--- src/rtl/coriolis_pkg.sv ---
// Shared definitions for Coriolis output nodes: FloPoCo single-precision
// word layout, exception-field encodings and IEEE-754 single constants.
package coriolis_pkg;

    // FloPoCo single: {exn[1:0], sign, exp[7:0], frac[22:0]}
    localparam int FPC_W  = 34;
    localparam int IEEE_W = 32;

    localparam logic [1:0] FPC_EXN_ZERO   = 2'b00;
    localparam logic [1:0] FPC_EXN_NORMAL = 2'b01;
    localparam logic [1:0] FPC_EXN_INF    = 2'b10;
    localparam logic [1:0] FPC_EXN_NAN    = 2'b11;

    localparam logic [IEEE_W-1:0] IEEE_QNAN = 32'h7FC0_0000;

    // Field positions inside a FloPoCo word
    localparam int FPC_EXN_MSB  = 33;
    localparam int FPC_EXN_LSB  = 32;
    localparam int FPC_SIGN_BIT = 31;
    localparam int FPC_EXP_MSB  = 30;
    localparam int FPC_EXP_LSB  = 23;
    localparam int FPC_FRAC_MSB = 22;
    localparam int FPC_FRAC_LSB = 0;

endpackage

--- src/rtl/coriolis_fpc2ieee.sv ---
// Pure combinational FloPoCo single (34 bit) to IEEE-754 single (32 bit)
// converter. The exception field selects zero, normal, infinity or NaN;
// NaN always maps to the canonical quiet NaN with the sign dropped.
module coriolis_fpc2ieee
    import coriolis_pkg::*;
(
    input  logic [FPC_W-1:0]  i_fpc,
    output logic [IEEE_W-1:0] o_ieee
);

    logic [1:0]  w_exn;
    logic        w_sign;
    logic [7:0]  w_exp;
    logic [22:0] w_frac;

    assign w_exn  = i_fpc[FPC_EXN_MSB:FPC_EXN_LSB];
    assign w_sign = i_fpc[FPC_SIGN_BIT];
    assign w_exp  = i_fpc[FPC_EXP_MSB:FPC_EXP_LSB];
    assign w_frac = i_fpc[FPC_FRAC_MSB:FPC_FRAC_LSB];

    // Select the IEEE encoding from the FloPoCo exception field
    always_comb begin
        o_ieee = IEEE_QNAN;
        case (w_exn)
            FPC_EXN_ZERO:   o_ieee = {w_sign, 31'b0};
            FPC_EXN_NORMAL: o_ieee = {w_sign, w_exp, w_frac};
            FPC_EXN_INF:    o_ieee = {w_sign, 8'hFF, 23'b0};
            default:        o_ieee = IEEE_QNAN;
        endcase
    end

endmodule

--- src/rtl/coriolis_fpc2ieee_obuf.sv ---
// Output buffer of the Coriolis leaf kernel: converts the FloPoCo stream to
// IEEE single and holds it in a first-word-fall-through elastic FIFO.
// iready depends only on registered occupancy, so there is no combinational
// path from oready back to the upstream divider.
// Optional build macro CORIOLIS_OBUF_EXC_CNT_EN adds saturating NaN/Inf
// counters (nan_cnt, inf_cnt) with a synchronous clear input (cnt_clr).
module coriolis_fpc2ieee_obuf
    import coriolis_pkg::*;
#(
    parameter  int DEPTH = 8,
    parameter  int IN_W  = 34,
    parameter  int OUT_W = 32,
    localparam int AW    = $clog2(DEPTH)
) (
    input  logic             clk,
    input  logic             rst,
    input  logic             ivalid,
    input  logic [IN_W-1:0]  in1,
    output logic             iready,
    output logic             ovalid,
    output logic [OUT_W-1:0] out1,
    input  logic             oready,
    output logic [AW:0]      count
`ifdef CORIOLIS_OBUF_EXC_CNT_EN
    ,
    input  logic             cnt_clr,
    output logic [15:0]      nan_cnt,
    output logic [15:0]      inf_cnt
`endif
);

    localparam logic [AW:0] FULL_CNT = (AW+1)'(DEPTH);

    generate
        if (IN_W != FPC_W) begin : g_bad_in_w
            $error("coriolis_fpc2ieee_obuf: IN_W must be 34");
        end
        if (OUT_W != IEEE_W) begin : g_bad_out_w
            $error("coriolis_fpc2ieee_obuf: OUT_W must be 32");
        end
        if (DEPTH < 2 || (DEPTH & (DEPTH - 1)) != 0) begin : g_bad_depth
            $error("coriolis_fpc2ieee_obuf: DEPTH must be a power of two >= 2");
        end
    endgenerate

    logic [OUT_W-1:0] r_mem [DEPTH];
    logic [AW-1:0]    r_wr_ptr;
    logic [AW-1:0]    r_rd_ptr;
    logic [AW:0]      r_count;

    logic [OUT_W-1:0] w_ieee;
    logic             w_push;
    logic             w_pop;

    coriolis_fpc2ieee u_conv (
        .i_fpc  (in1),
        .o_ieee (w_ieee)
    );

    // A full FIFO refuses a push even when a pop happens in the same cycle
    assign iready = (r_count != FULL_CNT);
    assign ovalid = (r_count != '0);
    assign out1   = r_mem[r_rd_ptr];
    assign count  = r_count;
    assign w_push = ivalid & iready;
    assign w_pop  = ovalid & oready;

    // Storage holds converted words only; it is never reset
    always_ff @(posedge clk) begin
        if (w_push) begin
            r_mem[r_wr_ptr] <= w_ieee;
        end
    end

    // Pointers wrap naturally at DEPTH; occupancy tracks push minus pop
    always_ff @(posedge clk) begin
        if (rst) begin
            r_wr_ptr <= '0;
            r_rd_ptr <= '0;
            r_count  <= '0;
        end else begin
            if (w_push) begin
                r_wr_ptr <= r_wr_ptr + 1'b1;
            end
            if (w_pop) begin
                r_rd_ptr <= r_rd_ptr + 1'b1;
            end
            case ({w_push, w_pop})
                2'b10:   r_count <= r_count + 1'b1;
                2'b01:   r_count <= r_count - 1'b1;
                default: r_count <= r_count;
            endcase
        end
    end

`ifdef CORIOLIS_OBUF_EXC_CNT_EN
    logic [15:0] r_nan_cnt;
    logic [15:0] r_inf_cnt;
    logic [1:0]  w_in_exn;

    assign w_in_exn = in1[FPC_EXN_MSB:FPC_EXN_LSB];
    assign nan_cnt  = r_nan_cnt;
    assign inf_cnt  = r_inf_cnt;

    // Count accepted NaN/Inf words, saturating; clear beats increment
    always_ff @(posedge clk) begin
        if (rst || cnt_clr) begin
            r_nan_cnt <= '0;
            r_inf_cnt <= '0;
        end else if (w_push) begin
            if (w_in_exn == FPC_EXN_NAN && r_nan_cnt != 16'hFFFF) begin
                r_nan_cnt <= r_nan_cnt + 16'd1;
            end
            if (w_in_exn == FPC_EXN_INF && r_inf_cnt != 16'hFFFF) begin
                r_inf_cnt <= r_inf_cnt + 16'd1;
            end
        end
    end
`endif

endmodule

--- config.mk ---
export PLATFORM = sky130hd
export DESIGN_NAME = coriolis_fpc2ieee_obuf
export DESIGN_NICKNAME = d
export VERILOG_FILES = /design/src/rtl/coriolis_pkg.sv /design/src/rtl/coriolis_fpc2ieee.sv /design/src/rtl/coriolis_fpc2ieee_obuf.sv
export SDC_FILE = /design/constraint.sdc
export NUM_CORES = 1
export LEC_CHECK = 0
export BUFFER_PORTS_ARGS = -buffer_cell sky130_fd_sc_hd__buf_2
export CAP_MARGIN = 25
export CORE_MARGIN = 4
export CORE_UTILIZATION = 45
export CTS_CLUSTER_DIAMETER = 150
export CTS_CLUSTER_SIZE = 30
export DETAILED_ROUTE_END_ITERATION = 10
export GPL_TIMING_DRIVEN = 0
export REMOVE_ABC_BUFFERS = 1
export SYNTH_ARGS = -nofsm -noshare
export SYNTH_HDL_FRONTEND = slang
export SYNTH_HIERARCHICAL = 1
export SYNTH_SLANG_ARGS = --single-unit
--- constraint.sdc ---
create_clock -name clk -period 4.85 [get_ports clk]
set_input_delay 0.2425 -clock clk [delete_from_list [all_inputs] [get_ports clk]]
set_output_delay 0.2425 -clock clk [all_outputs]
set_load 0.03 [all_outputs]
==> metrics.txt, run 1 <==
Post-CTS Repair Setup Buffers=0; Cells on Worst Hold Path=3; antenna cells=0; sequential element share of the synthesized area=roughly 74%; post-DP HPWL=~13,000 um; register-to-register setup slack=roughly 2.1 ns; worst flop-to-flop path startpoint=count[1]$_SDFFE_PP0P_; critical path arrival=2.54 ns; CTS clock-pin slew for the worst setup and hold paths=around 0.11 ns; IO buf count=75; leading cell type in the layout, fill and taps excluded=edfxtp_1; final standard cell utilization of the core=51.54%; share of cells above drive strength 1=32.12%; total placed cells including tap cells=slightly below 900; area of the core=0.02347 mm2; final weighted congestion in routability-driven placement=~0.68; area leader, netlist=edfxtp_1; antenna violations before repair=1; post-cts sizing count=0; drt first-iter violations=between 300 and 400; Max Clock Skew=0.01090 ns; CP Buf/Inv Count=2; Final Critical Period=between 2 and 3 ns; Reg2Reg Depth=7; largest net degree at the start of global routing=48; number of nets in the final layout=approximately 610; # DRC=0; portion of synthesized cell area occupied by the leading cell type=a little under three quarters; P per Cell Area=roughly 450 mW/mm2; antenna-violating nets left=0; mean cell area of the mapped netlist=22.23 um2; startpoint kind of the worst setup timing path=flop; total global routing overflow=0; clock tree from TritonCTS=done; die height=between 150 and 200 um; overall die area=approximately 0.026 mm2; category of cells accounting for the largest share of critical-path delay=multiplexers; portion of the clock cycle consumed by the worst path in the final layout=approximately 57%; cell area after synthesis=about 0.011 mm2; peak per-stage delay on the critical path=~0.6 ns; combined global-route utilization of all metal layers=15.59%; worst reg2reg path endpoint=count[3]$_SDFFE_PP0P_; met3 routed wirelength=746 um; Max-Slew Margin vs Limit=roughly two fifths; Crit. End Element=primary output; Synth area leaders=edfxtp_1, mux4_1, mux4_2; highest-count cells in the layout ignoring fill and taps=edfxtp_1, buf_2, mux4_1, mux2_2, mux4_2; type of the tightest min-delay check=primary input to flop; clk root buf=clkbuf_16; hold_buf cts=0; master of the slowest instance on the critical path=dfxtp_4; count of standard-cell rows=56; post-DR wirelength/cell=roughly 23 um; count of vias placed by the detailed router=4,925; CTS Buf Count=12; required time of the critical path=~4.6 ns; number of distinct library cells after synthesis=33; later-pin clock latency in the skew report=approximately 0.47 ns; vias per cell=approximately 5.5; routed metal-1 wire length=around 8600 um; Max IR drop VDD=between 0.2 and 0.3 mV; max cap viols=0; Final Hold Vio Count=0; result of the run=finished, final reports clean; Critical Path End=out1[6]; leakage dissipation=around 4.1 nW; number of failing setup endpoints in the final timing report=0; drt total wl=around 21,000 um; Max Transition Viols Final=0; first-pass GRT wire length=between 30,000 and 40,000 um; Clock Sinks=269; Die Width=about 160 um; unrepaired setup endpoints after global routing=false; Top-Level Pins=76; Worst path depth=4; Filler cells=approximately 1,900; number of instances in the synthesized netlist=about 480; critical path start-end classification=flop to primary output; via count of the first global-routing pass=approximately 5,200; topmost layer with routed signal wires=met5; Detailed Routing Iterations Pass 1=4; met2 routed WL=10,930 um; H-tree lvl count=1; count of placed standard cells in the final layout, fillers left out=just under 900; Area Growth Syn to Fin=12.88%; Fmax achieved=around 360 MHz; largest fanout on the critical path=between 40 and 50; cells traversed along the worst timing path=buf_16 > mux4_1 > mux2_2 > buf_2; total number of yosys warnings=6; number of synthesized register bits=around 270; Max Buffers Root-to-Sink=3; initial cell density of the core=~46%; transition time at the pin with the least slew margin=between 0.9 and 1 ns
worst register-to-register path, stage by stage, from the launching register on:
cell	delay (ns)
dfxtp_1	0.41
or4b_1	0.69
nand2_4	0.20
ha_1	0.30
nand2_1	0.08
mux2_2	0.26
o41ai_1	0.32
mux2_2	0.37
synthesized netlist by cell type (all sizes together):
master  number
edfxtp     256
nor2        11
o21a         1
dfxtp       13
nor4         1
and3b       22
or3          1
nor3         5
nand2b       2
mux2i        1
buf         24
a41oi        1
mux2        34
a21boi       1
nor4b        1
a21o         8
or4          1
o21ai        1
nor2b        1
nand2        6
a21oi        4
ha           5
inv          1
or4b         1
nand3        5
mux4        64
o41ai        1
clkbuf       3
xor2         7
routing by layer:
| metal | GRT usage (%) | vias up |
|---|---|---|
| li1 | - | 2211 |
| met1 | 20.65 | 2588 |
| met2 | 28.15 | 103 |
| met3 | 2.030 | 21 |
| met4 | 2.768 | 2 |
| met5 | 0 | - |
stage by stage:
step	area, um2	total power (W)	hold WS (ns)	setup WS [ns]	setup TNS, ns
floorplan	10550	0.003968	0.3116	0.08315	0
global placement	11330	0.004386	0.4881	-2.988	-243.46
detailed placement	11750	0.004434	0.4688	2.164	0
CTS	12100	0.005576	0.05676	2.012	0
global route	12100	0.005755	0.06028	1.930	0
finish	12100	0.005504	0.06203	2.066	0
registers in the layout, summed over array words and instances (netlist names), named ones only:
name / count
r_mem: 256
r_wr_ptr: 3
r_rd_ptr: 3
count: 4
power breakdown:
part / total, W / switching [W] / internal (W) / leakage (nW)
registers: 0.00282 / 0.000107 / 0.00272 / 2.46
clock network: 0.00116 / 0.000653 / 0.000506 / 0.168
logic: 0.00152 / 0.000838 / 0.000682 / 1.46
worst min-delay path by stage:
stage,start,end,slack [ns]
final,oready,flop,0.06
after global routing,oready,flop,0.06
after CTS,oready,flop,0.06
after detailed placement,r_rd_ptr[1]$_SDFFE_PP0P_,flop,0.47
after global placement,r_rd_ptr[1]$_SDFFE_PP0P_,r_rd_ptr[1]$_SDFFE_PP0P_,0.49
after floorplan,rst,count[2]$_SDFFE_PP0P_,0.31
final cells by class:
| class | instances | area [um2] | share of cell area [%] |
|---|---|---|---|
| timing repair buffer | 101 | 735.7 | 6.082 |
| multi-input combinational | 185 | 2650 | 21.91 |
| clock buffer | 20 | 351.6 | 2.906 |
| tap | 319 | 399.1 | 3.300 |
| inverter | 1 | 3.754 | 0.03103 |
| sequential | 269 | 7956 | 65.77 |
logic make-up after synthesis:
| logic type | after synthesis | share of synthesized area (%) |
|---|---|---|
| adders and majority gates | 5 | 0.5838 |
| muxes | 99 | 18.52 |
| AOI/OAI and AO/OA | 17 | 1.098 |
| buffers and inverters | 28 | 1.564 |
| xor gates and xnor gates | 7 | 0.5721 |
| DFF | 269 | 74.16 |
| and+or+nand+nor | 57 | 3.503 |
Power figures use the tool's default switching activity.
==> inputs of run 2 (changes only) <==
Settings changed: ABC_AREA set to 1.
Clock period 4.85 ns to 2.71 ns, I/O delays scaled along.
==> run 2 against run 1 <==
Synthesized cell count grew 83%. Hold slack lost 0.032 ns. Sequential cell count is the same. Die area grew 2.6%. Non-clock buffer count shrank 10. Critical path depth grew 4. Critical endpoint is now out1[25]. Largest cell class unchanged. Largest power group unchanged.
==> metrics.txt, run 2 <==
result of the run=finished, final reports clean; CTS clock-pin slew for the worst setup and hold paths=0.11 ns (about the same); cell area after synthesis=0.01101 mm2 (+2.7%); max FFs per register=256 (unchanged); number of distinct library cells after synthesis=31 (-6.1%); adder and majority gate portion of the synthesized area=0.5682% (-0.016 points); required time of the critical path=2.57 ns (-2.04 ns); mean cell area of the mapped netlist=12.46 um2 (-44%); Detailed Routing Iterations Pass 1=5 (+1); critical path arrival=2.41 ns (-0.13 ns); peak per-stage delay on the critical path=0.59 ns (about the same); EDFF count, synth=256 (unchanged); largest fanout on the critical path=40 (-15%); antenna cells=0 (unchanged); CTS Buf Count=12 (unchanged); IO buf count=75 (unchanged); worst reg2reg path endpoint=r_mem[0][1]$_DFFE_PP_; Final Hold Vio Count=0 (unchanged); H-tree lvl count=1 (unchanged); Synth area leaders=edfxtp_1, nor2_1, o21ai_0; leakage dissipation=4.326 nW (+5.7%); Final Critical Period=about 2.5 ns; Largest Register=r_mem; via count of the first global-routing pass=6,367 (+22%); number of failing setup endpoints in the final timing report=0 (unchanged); Max Buffers Root-to-Sink=3 (unchanged); share of async-settable or async-resettable flops after synthesis=0% (unchanged); most frequently used flop master after synthesis=edfxtp_1; overall die area=0.02703 mm2 (+2.6%); synthesized-area fraction occupied by xor and xnor cells=0.2386% (-0.33 points); total global routing overflow=0 (unchanged); type of the tightest min-delay check=primary input to flop; area leader, netlist=edfxtp_1; later-pin clock latency in the skew report=0.48 ns (about the same); number of synthesized register bits=269 (unchanged); count of standard-cell rows=56 (unchanged); P per Cell Area=818.5 mW/mm2 (+80%); CP Buf/Inv Count=4 (+2); antenna-violating nets left=0 (unchanged); largest net degree at the start of global routing=82 (+71%); simple-gate share of the synthesized area=11.42% (+7.9 points); number of instances in the synthesized netlist=884 (+83%); antenna violations before repair=0 (-1); Max IR drop VDD=0.4155 mV (+40%); Worst path depth=8 (+4); critical path start-end classification=flop to primary output; Top-Level Pins=76 (unchanged); Fmax achieved=393.2 MHz; post-DP HPWL=12,500 um (-2.0%); cells traversed along the worst timing path=buf_16 > inv_4 > clkbuf_16 > o21ai_0 > o21ai_0 > nand2_1 > nand2_1 > buf_2; max cap viols=0 (unchanged); Max-Slew Margin vs Limit=45.19% (+5.6 points); leading cell type by number of instances after synthesis=edfxtp_1; share of cells above drive strength 1=14.79% (-17 points); number of nets in the final layout=983 (+60%); drt total wl=23,210 um (+13%); master of the slowest instance on the critical path=dfxtp_4; Fin Setup TNS=0 ns (unchanged); unrepaired setup endpoints after global routing=false; leading cell type in the layout, fill and taps excluded=edfxtp_1; multiplexer area fraction after synthesis=2.909% (-16 points); die height=164.4 um (+1.3%); Critical Path End=out1[25]; highest-count cells in the layout ignoring fill and taps=edfxtp_1, nor2_1, nand2_1, o21ai_0, buf_2; clock tree from TritonCTS=done; worst flop-to-flop path startpoint=count[1]$_SDFFE_PP0P_; Filler cells=2,011 (+6.2%); final weighted congestion in routability-driven placement=0.7249 (+6.2%); Area Growth Syn to Fin=11.03%; Max Clock Skew=0.007165 ns (-0.003731 ns); standard cell area after detailed placement=0.01180 mm2 (+0.49%); Crit. End Element=primary output; drt first-iter violations=504 (+47%); vias per cell=5.165 (-6.1%); register-to-register setup slack=0.42 ns (-1.71 ns); category of cells accounting for the largest share of critical-path delay=buffers and inverters; initial cell density of the core=46.35% (+0.70 points); Max Transition Viols Final=0 (unchanged); area of the core=0.02375 mm2 (+1.2%); Die Width=164.4 um (+1.3%); sequential element share of the synthesized area=72.18% (-2.0 points); final instance area=0.01223 mm2 (+1.1%); main combinational cell family by area after synthesis=simple AND/OR/NAND/NOR gates; total number of yosys warnings=6 (unchanged); first-pass GRT wire length=35,240 um (+13%); portion of synthesized cell area occupied by the leading cell type=69.82% (-1.9 points); combined global-route utilization of all metal layers=16.91% (+1.3 points); # DRC=0 (unchanged); startpoint kind of the worst setup timing path=flop; count of vias placed by the detailed router=6,503 (+32%); Reg2Reg Depth=5 (-2); commonest cells in the netlist=edfxtp_1, nor2_1, nand2_1, o21ai_0, inv_1; clk root buf=clkbuf_16; portion of the clock cycle consumed by the worst path in the final layout=93.85%; transition time at the pin with the least slew margin=0.8210 ns (-0.07964 ns); post-DR wirelength/cell=18.44 um (-20%); Clock Sinks=269 (unchanged); compound-cell area share of the yosys netlist=8.295% (+7.2 points)
[run 2: cell count changes after synthesis, moves of 34 or more]
| cell | before | now |
|---|---|---|
| mux4_1 | 40 | 0 |
| mux2_2 | 34 | 0 |
| inv_1 | 1 | 42 |
| nor2_1 | 11 | 146 |
| nand2_1 | 5 | 131 |
| o21ai_0 | 1 | 109 |
[run 2: cell families (layout without fill, tap and decap cells)]
logic type | count (synthesis) | count (layout)
XOR/XNOR | 3 | 3
AND/OR/NAND/NOR | 309 | 309
flip-flops | 269 | 269
AO/OA/AOI/OAI | 174 | 174
buffers and inverters | 92 | 148
adder cells (fa/ha/maj) | 5 | 5
multiplexers | 32 | 32
[run 2: metrics by stage]
stage          std cells  setup slack [ns]  util [%]  power, W  hold slack, ns
4_1_cts             1257          0.002724     51.26   0.01003         0.01853
3_5_place_dp        1240            0.1434     49.69  0.007969          0.4701
2_1_floorplan        835            -2.750         -  0.007044          0.2046
6_report            1259            0.1665     51.47   0.01001         0.02973
5_1_grt             1259          0.007609     51.47   0.01056         0.01449
3_3_place_gp        1229            -7.139     48.27  0.007932          0.4644
[run 2: where the power goes]
part / total [W] / internal [W] / switching, W
Clock: 0.00204 / 0.000872 / 0.00116
Combinational: 0.00295 / 0.000945 / 0.00201
Sequential: 0.00502 / 0.00483 / 0.000184
Total: 0.0100 / 0.00665 / 0.00336
[run 2: area by class of cell]
type	count	area [um2]	share of cell area, %
Inverter	43	166.4	1.361
Timing Repair Buffer	91	732.0	5.987
Clock buffer	14	329.1	2.692
Multi-Input combinational cell	523	2640	21.59
Tap cell	319	399.1	3.265
Sequential cell	269	7959	65.10
[run 2: repair_timing]
| item | 4_1_cts | 5_1_grt |
|---|---|---|
| buffers inserted | 2 | 0 |
| setup endpoints to repair | 32 | 27 |
| gates cloned | 0 | 2 |
| hold buffers | 1 | 0 |
| endpoints found under the hold margin | 10 | 0 |
| gates resized for setup | 1 | 0 |
[run 2: how the worst min path moves through the flow]
stage | from | end | slack (ns) | depth (start not counted)
2_1_floorplan | rst | flop | 0.20 | 1
3_3_place_gp | rst | count[0]$_SDFFE_PP0P_ | 0.46 | 2
3_5_place_dp | r_rd_ptr[1]$_SDFFE_PP0P_ | flop | 0.47 | 2
4_1_cts | in1[1] | r_mem[1][1]$_DFFE_PP_ | 0.02 | 3
5_1_grt | in1[1] | r_mem[1][1]$_DFFE_PP_ | 0.01 | 3
6_report | in1[11] | r_mem[1][11]$_DFFE_PP_ | 0.03 | 3
[run 2: metal layers]
metal  GRT usage [%]  vias to the layer above  wire length [um]
met1           22.91                     3137             10620
met2           29.90                      135             11290
met3           1.922                       21               984
met5               0                        -                 0
li1                -                     3210                 -
met4           3.251                        0               323
[run 2: tightest hold or removal path: stages]
cell    delay, ns
buf_2        0.09
inv_1        0.05
nor2_2       0.07
